**src/rtl/sensor_frame_decoder.sv**
```systemverilog
// Parses "S:" + 3 HR digits + 2 SpO2 digits + LF (digits LSD first) into binary readings.
// Optional build macro SFD_RANGE_CHECK_EN adds a physiological range check (abort code 4).
module sensor_frame_decoder #(
  parameter int TIMEOUT_CYCLES = 1_000_000
) (
  input  logic        clk,
  input  logic        rst_n,
  input  logic [7:0]  rx_byte,
  input  logic        rx_valid,
  output logic [15:0] heart_rate,
  output logic [7:0]  spo2,
  output logic        frame_valid,
  output logic        frame_error,
  output logic [2:0]  err_code,
  output logic [15:0] frame_count,
  output logic [7:0]  err_count
);

  localparam int TW = (TIMEOUT_CYCLES < 2) ? 1 : $clog2(TIMEOUT_CYCLES + 1);

  localparam logic [7:0] CH_S  = 8'h53;
  localparam logic [7:0] CH_CO = 8'h3A;
  localparam logic [7:0] CH_LF = 8'h0A;

  localparam logic [2:0] ERR_DELIM = 3'd0;
  localparam logic [2:0] ERR_DIGIT = 3'd1;
  localparam logic [2:0] ERR_TERM  = 3'd2;
  localparam logic [2:0] ERR_TOUT  = 3'd3;
`ifdef SFD_RANGE_CHECK_EN
  localparam logic [2:0] ERR_RANGE = 3'd4;
`endif

  typedef enum logic [1:0] {
    S_IDLE,
    S_DELIM,
    S_DIGIT,
    S_TERM
  } state_t;

  state_t        state, state_nx;
  logic [2:0]    idx, idx_nx;
  logic [9:0]    hr_w, hr_nx;
  logic [6:0]    sp_w, sp_nx;
  logic [TW-1:0] tcnt;

  logic       accept;
  logic       abort;
  logic [2:0] abort_code;
  logic       timeout;
  logic       is_s;
  logic       is_digit;
  logic [3:0] digit;

  assign is_s     = (rx_byte == CH_S);
  assign is_digit = (rx_byte >= 8'h30) && (rx_byte <= 8'h39);
  assign digit    = rx_byte[3:0];

  // A byte in the expiry cycle takes priority, so expiry requires an idle cycle.
  assign timeout = (state != S_IDLE) && !rx_valid &&
                   (tcnt == TW'(TIMEOUT_CYCLES - 1));

  always_comb begin
    state_nx   = state;
    idx_nx     = idx;
    hr_nx      = hr_w;
    sp_nx      = sp_w;
    accept     = 1'b0;
    abort      = 1'b0;
    abort_code = ERR_DELIM;

    if (rx_valid) begin
      unique case (state)
        S_IDLE: begin
          if (is_s) state_nx = S_DELIM;
        end
        S_DELIM: begin
          if (rx_byte == CH_CO) begin
            state_nx = S_DIGIT;
            idx_nx   = 3'd0;
          end else begin
            abort      = 1'b1;
            abort_code = ERR_DELIM;
          end
        end
        S_DIGIT: begin
          if (is_digit) begin
            unique case (idx)
              3'd0:    hr_nx = 10'(digit);
              3'd1:    hr_nx = hr_w + 10'(digit) * 10'd10;
              3'd2:    hr_nx = hr_w + 10'(digit) * 10'd100;
              3'd3:    sp_nx = 7'(digit);
              default: sp_nx = sp_w + 7'(digit) * 7'd10;
            endcase
            if (idx == 3'd4) begin
              state_nx = S_TERM;
              idx_nx   = 3'd0;
            end else begin
              idx_nx = idx + 3'd1;
            end
          end else begin
            abort      = 1'b1;
            abort_code = ERR_DIGIT;
          end
        end
        default: begin
          if (rx_byte == CH_LF) begin
`ifdef SFD_RANGE_CHECK_EN
            if (hr_w < 10'd30 || hr_w > 10'd250 || sp_w < 7'd50 || sp_w > 7'd99) begin
              abort      = 1'b1;
              abort_code = ERR_RANGE;
            end else begin
              accept = 1'b1;
            end
`else
            accept = 1'b1;
`endif
          end else begin
            abort      = 1'b1;
            abort_code = ERR_TERM;
          end
        end
      endcase
    end else if (timeout) begin
      abort      = 1'b1;
      abort_code = ERR_TOUT;
    end

    // An offending 'S' is treated as the start of the next frame.
    if (abort) begin
      state_nx = (rx_valid && is_s) ? S_DELIM : S_IDLE;
      idx_nx   = 3'd0;
      hr_nx    = '0;
      sp_nx    = '0;
    end else if (accept) begin
      state_nx = S_IDLE;
      idx_nx   = 3'd0;
      hr_nx    = '0;
      sp_nx    = '0;
    end
  end

  always_ff @(posedge clk or negedge rst_n) begin
    if (!rst_n) begin
      state <= S_IDLE;
      idx   <= '0;
      hr_w  <= '0;
      sp_w  <= '0;
      tcnt  <= '0;
    end else begin
      state <= state_nx;
      idx   <= idx_nx;
      hr_w  <= hr_nx;
      sp_w  <= sp_nx;
      if (rx_valid || state == S_IDLE || timeout) tcnt <= '0;
      else                                        tcnt <= tcnt + TW'(1);
    end
  end

  always_ff @(posedge clk or negedge rst_n) begin
    if (!rst_n) begin
      heart_rate  <= '0;
      spo2        <= '0;
      frame_valid <= 1'b0;
      frame_error <= 1'b0;
      err_code    <= '0;
      frame_count <= '0;
      err_count   <= '0;
    end else begin
      frame_valid <= accept;
      frame_error <= abort;
      if (accept) begin
        heart_rate  <= {6'd0, hr_w};
        spo2        <= {1'b0, sp_w};
        frame_count <= frame_count + 16'd1;
      end
      if (abort) begin
        err_code <= abort_code;
        if (err_count != 8'hFF) err_count <= err_count + 8'd1;
      end
    end
  end

endmodule
```
**config.mk**
```make
export PLATFORM = sky130hd
export DESIGN_NAME = sensor_frame_decoder
export DESIGN_NICKNAME = d
export VERILOG_FILES = /design/src/rtl/sensor_frame_decoder.sv
export SDC_FILE = /design/constraint.sdc
export NUM_CORES = 1
export LEC_CHECK = 0
export ABC_AREA = 1
export BUFFER_PORTS_ARGS = -buffer_cell sky130_fd_sc_hd__clkbuf_2
export CORE_MARGIN = 2
export CORE_UTILIZATION = 56
export CTS_CLUSTER_SIZE = 25
export DETAILED_ROUTE_END_ITERATION = 10
export PLACE_DENSITY = 0.77
export SYNTH_ARGS = -nofsm -noshare
export SYNTH_HDL_FRONTEND = slang
export SYNTH_SLANG_ARGS = --single-unit
```
**constraint.sdc**
```tcl
create_clock -name clk -period 2.43 [get_ports clk]
set_input_delay 0.486 -clock clk [delete_from_list [all_inputs] [get_ports clk]]
set_output_delay 0.486 -clock clk [all_outputs]
set_load 0.05 [all_outputs]
```
==> results.cfg, run 1 <==
[status]
outcome = finished clean

[cts]
clk_path_buf_depth = 2
cts_sinks = 87
clk_pin_slew_ps = 90
cts-root-buf = clkbuf_8
cts_tree = done
clock_latency_ps = 360
cts_made_buffers = 9
htreeDepth = 3

[yosys]
synth_warnings = 0
yosysTopAreaCellShare_pct = 38.20
syn_area_sq_um = 5699
syn_avg_cell_area_sq_um = 8.095
ys_types = 42
synth_seq_cells = 87
ys_seq_area_share_pct = 38.20
synth_compound_area_share_pct = 7.969
synth_area_leaders = dfrtp_1, nand2_1, ha_1, inv_1, xor2_1
synth-simple-area-share_pct = 28.61
muxShareOfSynthArea_pct = 0.3952
synth_xor_area_share_pct = 5.840
synth_top_family_by_area = simple AND/OR/NAND/NOR gates
synthAdderAreaFrac_pct = 12.51
synthCells = 704
yosysTopAreaCell = dfrtp_1

[floorplan]
rows = 36
num_io_pins = 64
coreArea_sq_um = 9819
die_h_microns = 104.9
start_util_pct = 58.04
dieArea_sq_um = 11000
dieWidth_microns = 104.9

[layout]
finalInstanceArea_sq_um = 6899
area.sequential_sq_um = 2177
antenna_cells = 0
drive_above_1_share_pct = 22.45
syn2layout_area_growth_pct = 21.05
multi_input_area_sq_um = 3382
nNetsFinal = 875
fill_cells = 819

[grt]
grt_overflow = 0
grt_pass1_vias = 4885
grt_max_degree = 52
grt_pass1_wl_mm = 22.72
antenna_found_initial = 0
grt_use_total_pct = 25.61

[job]
maxCapViolations = 0

[sta]
finalMaxSlewViolations = 0
finalCriticalPeriod_ps = 2417
hold_violations = 0
finalSetupViolCount = 0
hold_ws_ps = 79.96
clock_skew_ps = 11.15
max_freq_ghz = 0.4138
period_share_pct = 99.45
rsz0062_at_grt = yes

[route]
drt_pass1_iterations = 5
routed_wl_mm = 13.43
dr.first_iter.drc_count = 371
viasPerCell = 5.346
post_drt_wl_per_cell_microns = 14.16
ant_nets = 0
vias = 5068
drc = 0

[pwr]
finalPower_uw = 6074
max-vdd-ir-drop_mv = 0.7035
p_leak_uw = 0.003562
power.density_nw_per_um2 = 880.5

[placement]
place.gp.congestion = 0.9297
placed_cell_area_sq_um = 6500
dp.final_hpwl_mm = 10.23
port_buffers = 55

[critical_path]
path_delay_family = adder cells
crit_type = input port to register
cp.arrival_ps = 2670
startpoint_type = input port
crit_slowest_cell = fa_2
ff2ff_setup_slack_ps = 330
worstPathCellList = buf_8 > ha_4 > ha_4 > fa_2 > xor2_4 > ha_4 > a21oi_4 > buf_6 > o211ai_1 > a21oi_1 > o21ai_1 > nand2_1 > nand2_1 > nand2_1
worstPathRequired_ps = 2680
path_buf_inv = 2
slowest_delay_ps = 430
cp_num_cells = 14
crit_path_end_kind = register
crit_fanout = 4
reg2regPathDepth = 13

[hold_path]
hold_path.class = input port to async pin
## state kept, by name, indices dropped and copies added (netlist names), 3 cells and up
| register | cells |
|---|---|
| heart_rate | 10 |
| err_count | 8 |
| idx | 3 |
| spo2 | 7 |
| hr_w | 10 |
| tcnt | 20 |
| frame_count | 16 |
| sp_w | 7 |
## Yosys cell counts, drive strengths merged
library cell / number
a211oi: 1
a21o: 2
a21oi: 37
a31oi: 1
buf: 12
clkbuf: 4
conb: 1
dfrtp: 87
fa: 5
ha: 49
inv: 70
mux2: 2
nand2: 202
nand3: 48
nand3b: 1
nand4: 18
nor2: 60
nor3: 18
nor3b: 1
nor4: 4
o2111ai: 2
o211ai: 3
o21ai: 26
o21bai: 1
o221ai: 5
o22ai: 1
o311ai: 1
or2: 4
xnor2: 12
xor2: 26
## final cells by class
| class | count | area share [%] |
|---|---|---|
| multi-input combinational | 538 | 49.02 |
| sequential | 87 | 31.56 |
| timing repair buffer | 104 | 10.10 |
| inverter | 70 | 3.899 |
| tap | 133 | 2.412 |
| clock buffer | 12 | 2.249 |
| clock inverter | 4 | 0.7617 |
## repair_timing
action	in CTS	in global routing
buffers inserted	0	4
endpoints found under the setup margin	3	6
resized for setup	5	33
pin swaps	2	21
hold buffers	0	0
## metal layers
layer | global-route usage (%) | wire (microns)
met1 | 35.28 | 6042
met2 | 40.31 | 6269
met3 | 4.616 | 882
met4 | 9.714 | 232
met5 | 0 | 0
## power by group
group / total [uW] / internal [uW] / switching, uW
Clock: 1070 / 536 / 533
Combinational: 3110 / 1210 / 1900
Sequential: 1890 / 1650 / 241
Total: 6070 / 3390 / 2680
## cell families (layout without fill, tap and decap cells)
kind of cell               after synthesis  count (layout)
AOI/OAI and AO/OA                       80              80
xor gates and xnor gates                38              38
adders and majority gates               54              54
buffers and inverters                   86             190
DFF                                     87              87
muxes                                    2               2
other                                    1               8
and+or+nand+nor                        356             356
## through the flow
step,util (%),setup slack [ps],setup TNS (ps),std cells
final,70.26,13.36,0,948
after global routing,70.26,-59.37,-208.9,948
after CTS,68.73,5.388,0,944
after detailed placement,66.20,-514.0,-3951,928
after global placement,66.20,-437.3,-2757,928
after floorplan,-,-226.0,-502.5,711
## final timing paths
path / endpoint / from
max in group asynchronous: frame_count[14] / rst_n
max: hr_w[9] / rx_byte[3]
max reg2reg: hr_w[9] / hr_w[1]
min in group clk: tcnt[0] / tcnt[0]
min: tcnt[6] / rst_n
min reg2reg: tcnt[0] / tcnt[0]
## layout by cell type, fill, tap and decap left out, types with 5 or more instances in the layout
| cell | synthesis | routed |
|---|---|---|
| nand2_1 | 193 | 190 |
| dfrtp_1 | 87 | 87 |
| inv_1 | 65 | 62 |
| clkbuf_2 | 0 | 52 |
| nor2_1 | 51 | 51 |
| buf_4 | 10 | 44 |
| nand3_1 | 43 | 40 |
| ha_1 | 49 | 39 |
| a21oi_1 | 36 | 32 |
| xor2_1 | 26 | 25 |
| o21ai_0 | 26 | 22 |
| nand4_1 | 18 | 18 |
| nor3_1 | 18 | 18 |
| xnor2_1 | 12 | 12 |
| clkbuf_8 | 0 | 11 |
| ha_4 | 0 | 8 |
| conb_1 | 1 | 8 |
| nand3_2 | 4 | 7 |
| nand2_2 | 4 | 6 |
| inv_2 | 4 | 6 |
| nand2_4 | 5 | 6 |
| buf_6 | 0 | 5 |
Note: power is estimated with default switching activity, not from simulation.
==> inputs of run 2 (changes only) <==
--- a/config.mk
+++ b/config.mk
@@ -14,2 +14,3 @@
 export PLACE_DENSITY = 0.77
+export SKIP_LAST_GASP = 1
 export SYNTH_ARGS = -nofsm -noshare
==> constraint.sdc (replaced) <==
create_clock -name clk -period 2.43 [get_ports clk]
set_input_delay 0.243 -clock clk [delete_from_list [all_inputs] [get_ports clk]]
set_output_delay 0.243 -clock clk [all_outputs]
set_load 0.05 [all_outputs]
==> run 2 against run 1 <==
Compared with the run above:
- first-iteration DRC count increased by 16%
- routed wire length fell by 0.22%
- fmax rose by 4.9%
- sequential share of layout area grew 1.5 points
- worst hold slack improved by 210 ps
- largest cell class unchanged
- non-clock buffer count is 19 lower
- clock-buffer cell count down 2
==> results.cfg, run 2 (same netlist as run 1, synthesis figures left out) <==
[sta]
finalCriticalPeriod_ps = 2303
hold_violations = 0
clock_skew_ps = 7.391
max_freq_ghz = 0.4343
finalSetupViolCount = 0
period_share_pct = 94.76
rsz0062_at_grt = yes
hold_ws_ps = 289.1
finalMaxSlewViolations = 0

[placement]
place.gp.congestion = 0.9117
port_buffers = 55
dp.final_hpwl_mm = 10.13
dp_cells = 910

[cts]
cts_sinks = 87
clock_latency_ps = 370
htreeDepth = 3
clk_pin_slew_ps = 90
cts-root-buf = clkbuf_8
clk_path_buf_depth = 2
cts_tree = done
cts_made_buffers = 9

[hold_path]
hold_start = rx_valid
whs_path_depth = 3
hold_path.class = input port to register
whs_endpoint = err_code[0]

[critical_path]
cp.arrival_ps = 2560
worstPathRequired_ps = 2690
reg2regPathDepth = 14
rr_startpoint = tcnt[0]
r2r-end = hr_w[3]
crit_type = input port to register
crit_path_end_kind = register
ff2ff_setup_slack_ps = 240
startpoint_type = input port
crit_fanout = 4

[status]
outcome = finished clean

[pwr]
power.switching_uw = 2599
switching_share_pct = 45.18
p_clk_share_pct = 18.6
p_leak_uw = 0.003449
power.density_nw_per_um2 = 872.4
max-vdd-ir-drop_mv = 0.5533
pwr-share-comb_pct = 48.7
pwr-share-seq_pct = 32.7
power.internal_uw = 3154

[floorplan]
coreArea_sq_um = 9819
die_h_microns = 104.9
start_util_pct = 58.04
rows = 36
dieArea_sq_um = 11000
num_io_pins = 64
dieWidth_microns = 104.9

[layout]
largest_register_ff_count = 20
final_cells = 929
antenna_cells = 0
top_regs = tcnt x20, frame_count x16
final_cell_mix = nand2_1, dfrtp_1, inv_1, clkbuf_2, nor2_1
fill_cells = 844
nNetsFinal = 856
layout_commonest_cell = nand2_1
drive_above_1_share_pct = 18.34
syn2layout_area_growth_pct = 15.72
regMostFlops = tcnt

[route]
vias = 4972
routed_wl_mm = 13.40
drc = 0
viasPerCell = 5.352
dr.first_iter.drc_count = 431
drt_pass1_iterations = 5
ant_nets = 0
post_drt_wl_per_cell_microns = 14.42

[grt]
grt_overflow = 0
antenna_found_initial = 0
grt_pass1_vias = 4816
grt_use_total_pct = 25.60
grt_pass1_wl_mm = 22.78
grt_max_degree = 52

[job]
maxCapViolations = 0
==> run 2: changes by cell type in the layout (fill, tap and decap cells not counted), sizes merged <==
cell         delta
clkinv          -1
dlygate4sd3     +1
clkbuf          -1
inv             +1
buf            -21
clkinvlp        +2
==> run 2: final cells by class <==
class,instances,area [sq um],area share (%)
Clock buffer,10,137.6,2.087
Clock inverter,6,67.56,1.024
Inverter,70,269.0,4.079
Multi-Input combinational cell,538,3247,49.23
Sequential cell,87,2177,33.01
Tap cell,133,166.4,2.523
Timing Repair Buffer,85,530.5,8.044
==> run 2: power groups by stage <==
stage                     Clock, uW  Combinational (uW)  Sequential (uW)
after global routing           1140                3110             1920
after CTS                      1080                2740             1880
final                          1070                2800             1880
after global placement            0                2640             1890
after detailed placement          0                2720             1910
after floorplan                   0                1840             2070
==> run 2: how the worst max path moves through the flow <==
stage	start	to	slack [ps]	cells after the start
3_5_place_dp	rx_byte[1]	hr_w[9]	-300	15
3_3_place_gp	rx_byte[1]	hr_w[7]	-180	15
5_1_grt	rx_byte[1]	hr_w[9]	-20	15
6_report	rx_byte[1]	hr_w[9]	130	15
2_1_floorplan	rx_byte[1]	hr_w[7]	2	14
4_1_cts	rx_byte[1]	hr_w[9]	100	15
==> run 2: critical path: stages <==
cell and delay [ps]:
buf_2 150, clkinvlp_4 120, ha_4 210, ha_2 190
fa_1 370, xor2_1 180, ha_1 320, a21oi_1 150
o21ai_0 90, a21oi_1 190, nand3_1 100, nand3_1 90
nand2_1 60, nand2_1 60, nand2_1 40
==> run 2: per-layer routing <==
layer,vias up,wire length (microns),track usage [%]
li1,2463,-,-
met1,2342,6076,34.91
met2,151,6409,41.19
met3,16,709,4.679
met4,0,202,8.762
met5,-,0,0
==> run 2: stage by stage <==
| step | power (uW) | TNS, ps | util, % | cell area (sq um) | setup WS (ps) |
|---|---|---|---|---|---|
| after floorplan | 3905 | 0 | - | 5781 | 2.397 |
| after global placement | 4531 | -756.3 | 64.69 | 6352 | -181.8 |
| after detailed placement | 4622 | -1135 | 64.69 | 6352 | -295.2 |
| after CTS | 5694 | 0 | 66.88 | 6568 | 100.8 |
| after global routing | 6165 | -25.61 | 67.16 | 6595 | -15.07 |
| final | 5753 | 0 | 67.16 | 6595 | 127.3 |
==> run 2: what timing repair did <==
item / 4_1_cts / 5_1_grt
hold buffers: 1 / 0
endpoints found under the hold margin: 36 / 0
buffers inserted: 0 / 2
endpoints found under the setup margin: 0 / 3
gates resized for setup: 0 / 3
==> inputs of run 3 (changes only) <==
ABC_AREA = not set   (was 1)
==> run 3 against run 2 <==
Compared with the run above:
- clock power hardly changed
- largest cell class unchanged
- critical endpoint is now hr_w[8]
- critical path depth is 5 lower
- register-to-register slack worse by 50 ps
- clock-buffer cell count is 1 lower
- sequential power is 3% lower
- critical path type unchanged
- via count is 12% lower
- area after synthesis is 4.1% lower
- global-route usage is 1.2 points lower
- non-clock buffer count is 5 higher
- worst hold slack worse by 53 ps
==> results.cfg, run 3 <==
[status]
outcome = finished clean

[pwr]
p_leak_uw = 0.003083
max-vdd-ir-drop_mv = 0.3612
power.internal_uw = 2922
switching_share_pct = 41.26
pwr-share-comb_pct = 42.1
power.density_nw_per_um2 = 788.1
p_clk_share_pct = 21.2
power.switching_uw = 2052
pwr-share-seq_pct = 36.8

[cts]
cts_tree = done
htreeDepth = 3
cts_sinks = 87
clk_pin_slew_ps = 100
cts-root-buf = clkbuf_8
cts_setup_buffers = 0
cts_made_buffers = 9
clock_latency_ps = 370
clk_path_buf_depth = 2

[route]
dr.first_iter.drc_count = 221
routed_wl_mm = 11.99
post_drt_wl_per_cell_microns = 15.76
drc = 0
ant_nets = 0
drt_pass1_iterations = 5
vias = 4357
viasPerCell = 5.725

[critical_path]
path_buf_inv = 1
crit_type = input port to register
crit_fanout = 3
path_delay_family = adder cells
crit_slowest_cell = or3_1
crit_path_end_kind = register
worstPathCellList = clkbuf_2 > ha_1 > ha_2 > fa_2 > xor2_1 > ha_2 > or3_1 > o21ai_1 > mux2_2 > a211o_1
path_common_cell = ha_2
startpoint_type = input port
slowest_delay_ps = 340
worstPathRequired_ps = 2690
cp.arrival_ps = 2570

[layout]
finalInstanceArea_sq_um = 6311
fill_cells = 800
top_regs = tcnt x20, frame_count x16
layout_commonest_cell = dfrtp_1
final_cells = 761
regMostFlops = tcnt
syn2layout_area_growth_pct = 15.42
drive_above_1_share_pct = 23.25
largest_register_ff_count = 20
final_cell_mix = dfrtp_1, clkbuf_2, ha_1, nor2_1, buf_4
nNetsFinal = 688
antenna_cells = 0

[grt]
grt_overflow = 0
grt_pass1_wl_mm = 20.24
grt_max_degree = 38
grt_pass1_vias = 4373
grt_use_total_pct = 24.43
antenna_found_initial = 0

[placement]
dp.final_hpwl_mm = 9.431
place.gp.congestion = 0.9442
port_buffers = 55
dp_cells = 744
placed_cell_area_sq_um = 6097
dpl_worst_slack_ps = -264.9

[yosys]
synthCells = 533
synth_area_leaders = dfrtp_1, ha_1, xnor2_1, mux2_2, xor2_1
yosysMostFrequentCell = dfrtp_1
syn_avg_cell_area_sq_um = 10.26
synth-edff-count = 0
ys_seq_area_share_pct = 39.82
syn_area_sq_um = 5468
ys_types = 70
synth_seq_cells = 87
synth_warnings = 0
async_flop_share_pct = 100.0
yosysTopAreaCellShare_pct = 39.82
synthTopCellsByCount = dfrtp_1, ha_1, nor2_1
yosysTopAreaCell = dfrtp_1
ys.flop_type = dfrtp_1

[floorplan]
dieWidth_microns = 102.8
coreArea_sq_um = 9639
start_util_pct = 56.72
num_io_pins = 64
dieArea_sq_um = 10570
rows = 36
die_h_microns = 102.8

[sta]
max_freq_ghz = 0.4326
hold_violations = 0
finalMaxSlewViolations = 0
finalSetupViolCount = 0
clock_skew_ps = 12.46
setup-tns-final_ps = 0
setup_ws_ps = 118.5
tightest_slew_ps = 586.1
rsz0062_at_grt = no
finalCriticalPeriod_ps = 2311
period_share_pct = 95.12
slew_headroom_pct = 60.83

[hold_path]
hold_path.class = input port to register

[job]
maxCapViolations = 0
[run 3: cell types whose count changed after synthesis, sizes merged, moves of 6 or more]
cell,before,now
a21oi,37,18
and2,0,6
and3,0,11
inv,70,26
mux2,2,20
nand2,202,34
nand3,48,34
nand4,18,9
nor2,60,40
nor2b,0,7
xnor2,12,32
[run 3: metrics by stage]
stage	utilization, %	power [uW]	hold slack [ps]
after floorplan	-	3319	-52.59
after global placement	63.25	3814	226.2
after detailed placement	63.25	3919	223.0
after CTS	65.47	4977	227.9
after global routing	65.47	5312	252.5
final	65.47	4974	236.5
[run 3: kinds of logic after synthesis]
group                      Yosys count  share of synthesized area, %
AOI/OAI and AO/OA                   95                         12.33
DFF                                 87                         39.82
xor gates and xnor gates            54                         8.650
muxes                               22                         4.485
buffers and inverters               44                         3.959
other                                1                       0.06858
and+or+nand+nor                    176                         17.64
adders and majority gates           54                         13.04
[run 3: repair_timing]
item / 4_1_cts / 5_1_grt
endpoints found under the hold margin: 35 / 0
hold buffers: 1 / 0
gates resized for setup: 0 / 0
[run 3: path summary, 6_finish.rpt]
| path | slack [ps] | from | depth (start not counted) | endpoint |
|---|---|---|---|---|
| max | 120 | rx_byte[1] | 10 | hr_w[8] |
| min | 240 | rx_valid | 2 | tcnt[4] |
| max reg2reg | 190 | hr_w[2] | 9 | hr_w[8] |
| min reg2reg | 480 | frame_count[15] | 1 | frame_count[15] |
| max in group asynchronous | 1360 | rst_n | 3 | idx[1] |
| min in group asynchronous | 370 | rst_n | 2 | tcnt[17] |
[run 3: per-layer routing]
layer | vias to the layer above | wire (microns) | share of wire [%] | global-route usage, %
met1 | 2131 | 5183 | 43 | 30.94
met4 | 0 | 262 | 2.2 | 9.514
met2 | 146 | 5878 | 49 | 41.18
li1 | 2052 | - | - | -
met5 | - | 0 | 0 | 0
met3 | 28 | 669 | 5.6 | 5.153
[run 3: power groups by stage]
stage	Clock [uW]	Combinational [uW]	Sequential [uW]
2_1_floorplan	0	1310	2010
3_3_place_gp	0	1980	1830
3_5_place_dp	0	2070	1850
4_1_cts	1070	2080	1820
5_1_grt	1140	2320	1850
6_report	1050	2090	1830
[run 3: final cells by class]
type / instances / area, sq um / share of cell area (%)
Clock inverter: 7 / 80.08 / 1.269
Clock buffer: 9 / 123.9 / 1.963
Tap cell: 133 / 166.4 / 2.637
Sequential cell: 87 / 2177 / 34.50
Multi-Input combinational cell: 409 / 3110 / 49.29
Timing Repair Buffer: 90 / 555.5 / 8.803
Inverter: 26 / 97.59 / 1.546
[run 3: worst register-to-register path: cells and delay by family, from the launching register on]
kind            cells  cell delay (ps)
simple gates        2              260
xor+xnor            1              150
compound gates      3              590
fa+ha+maj           2              650
flops               1              440
buf+inv             1               60
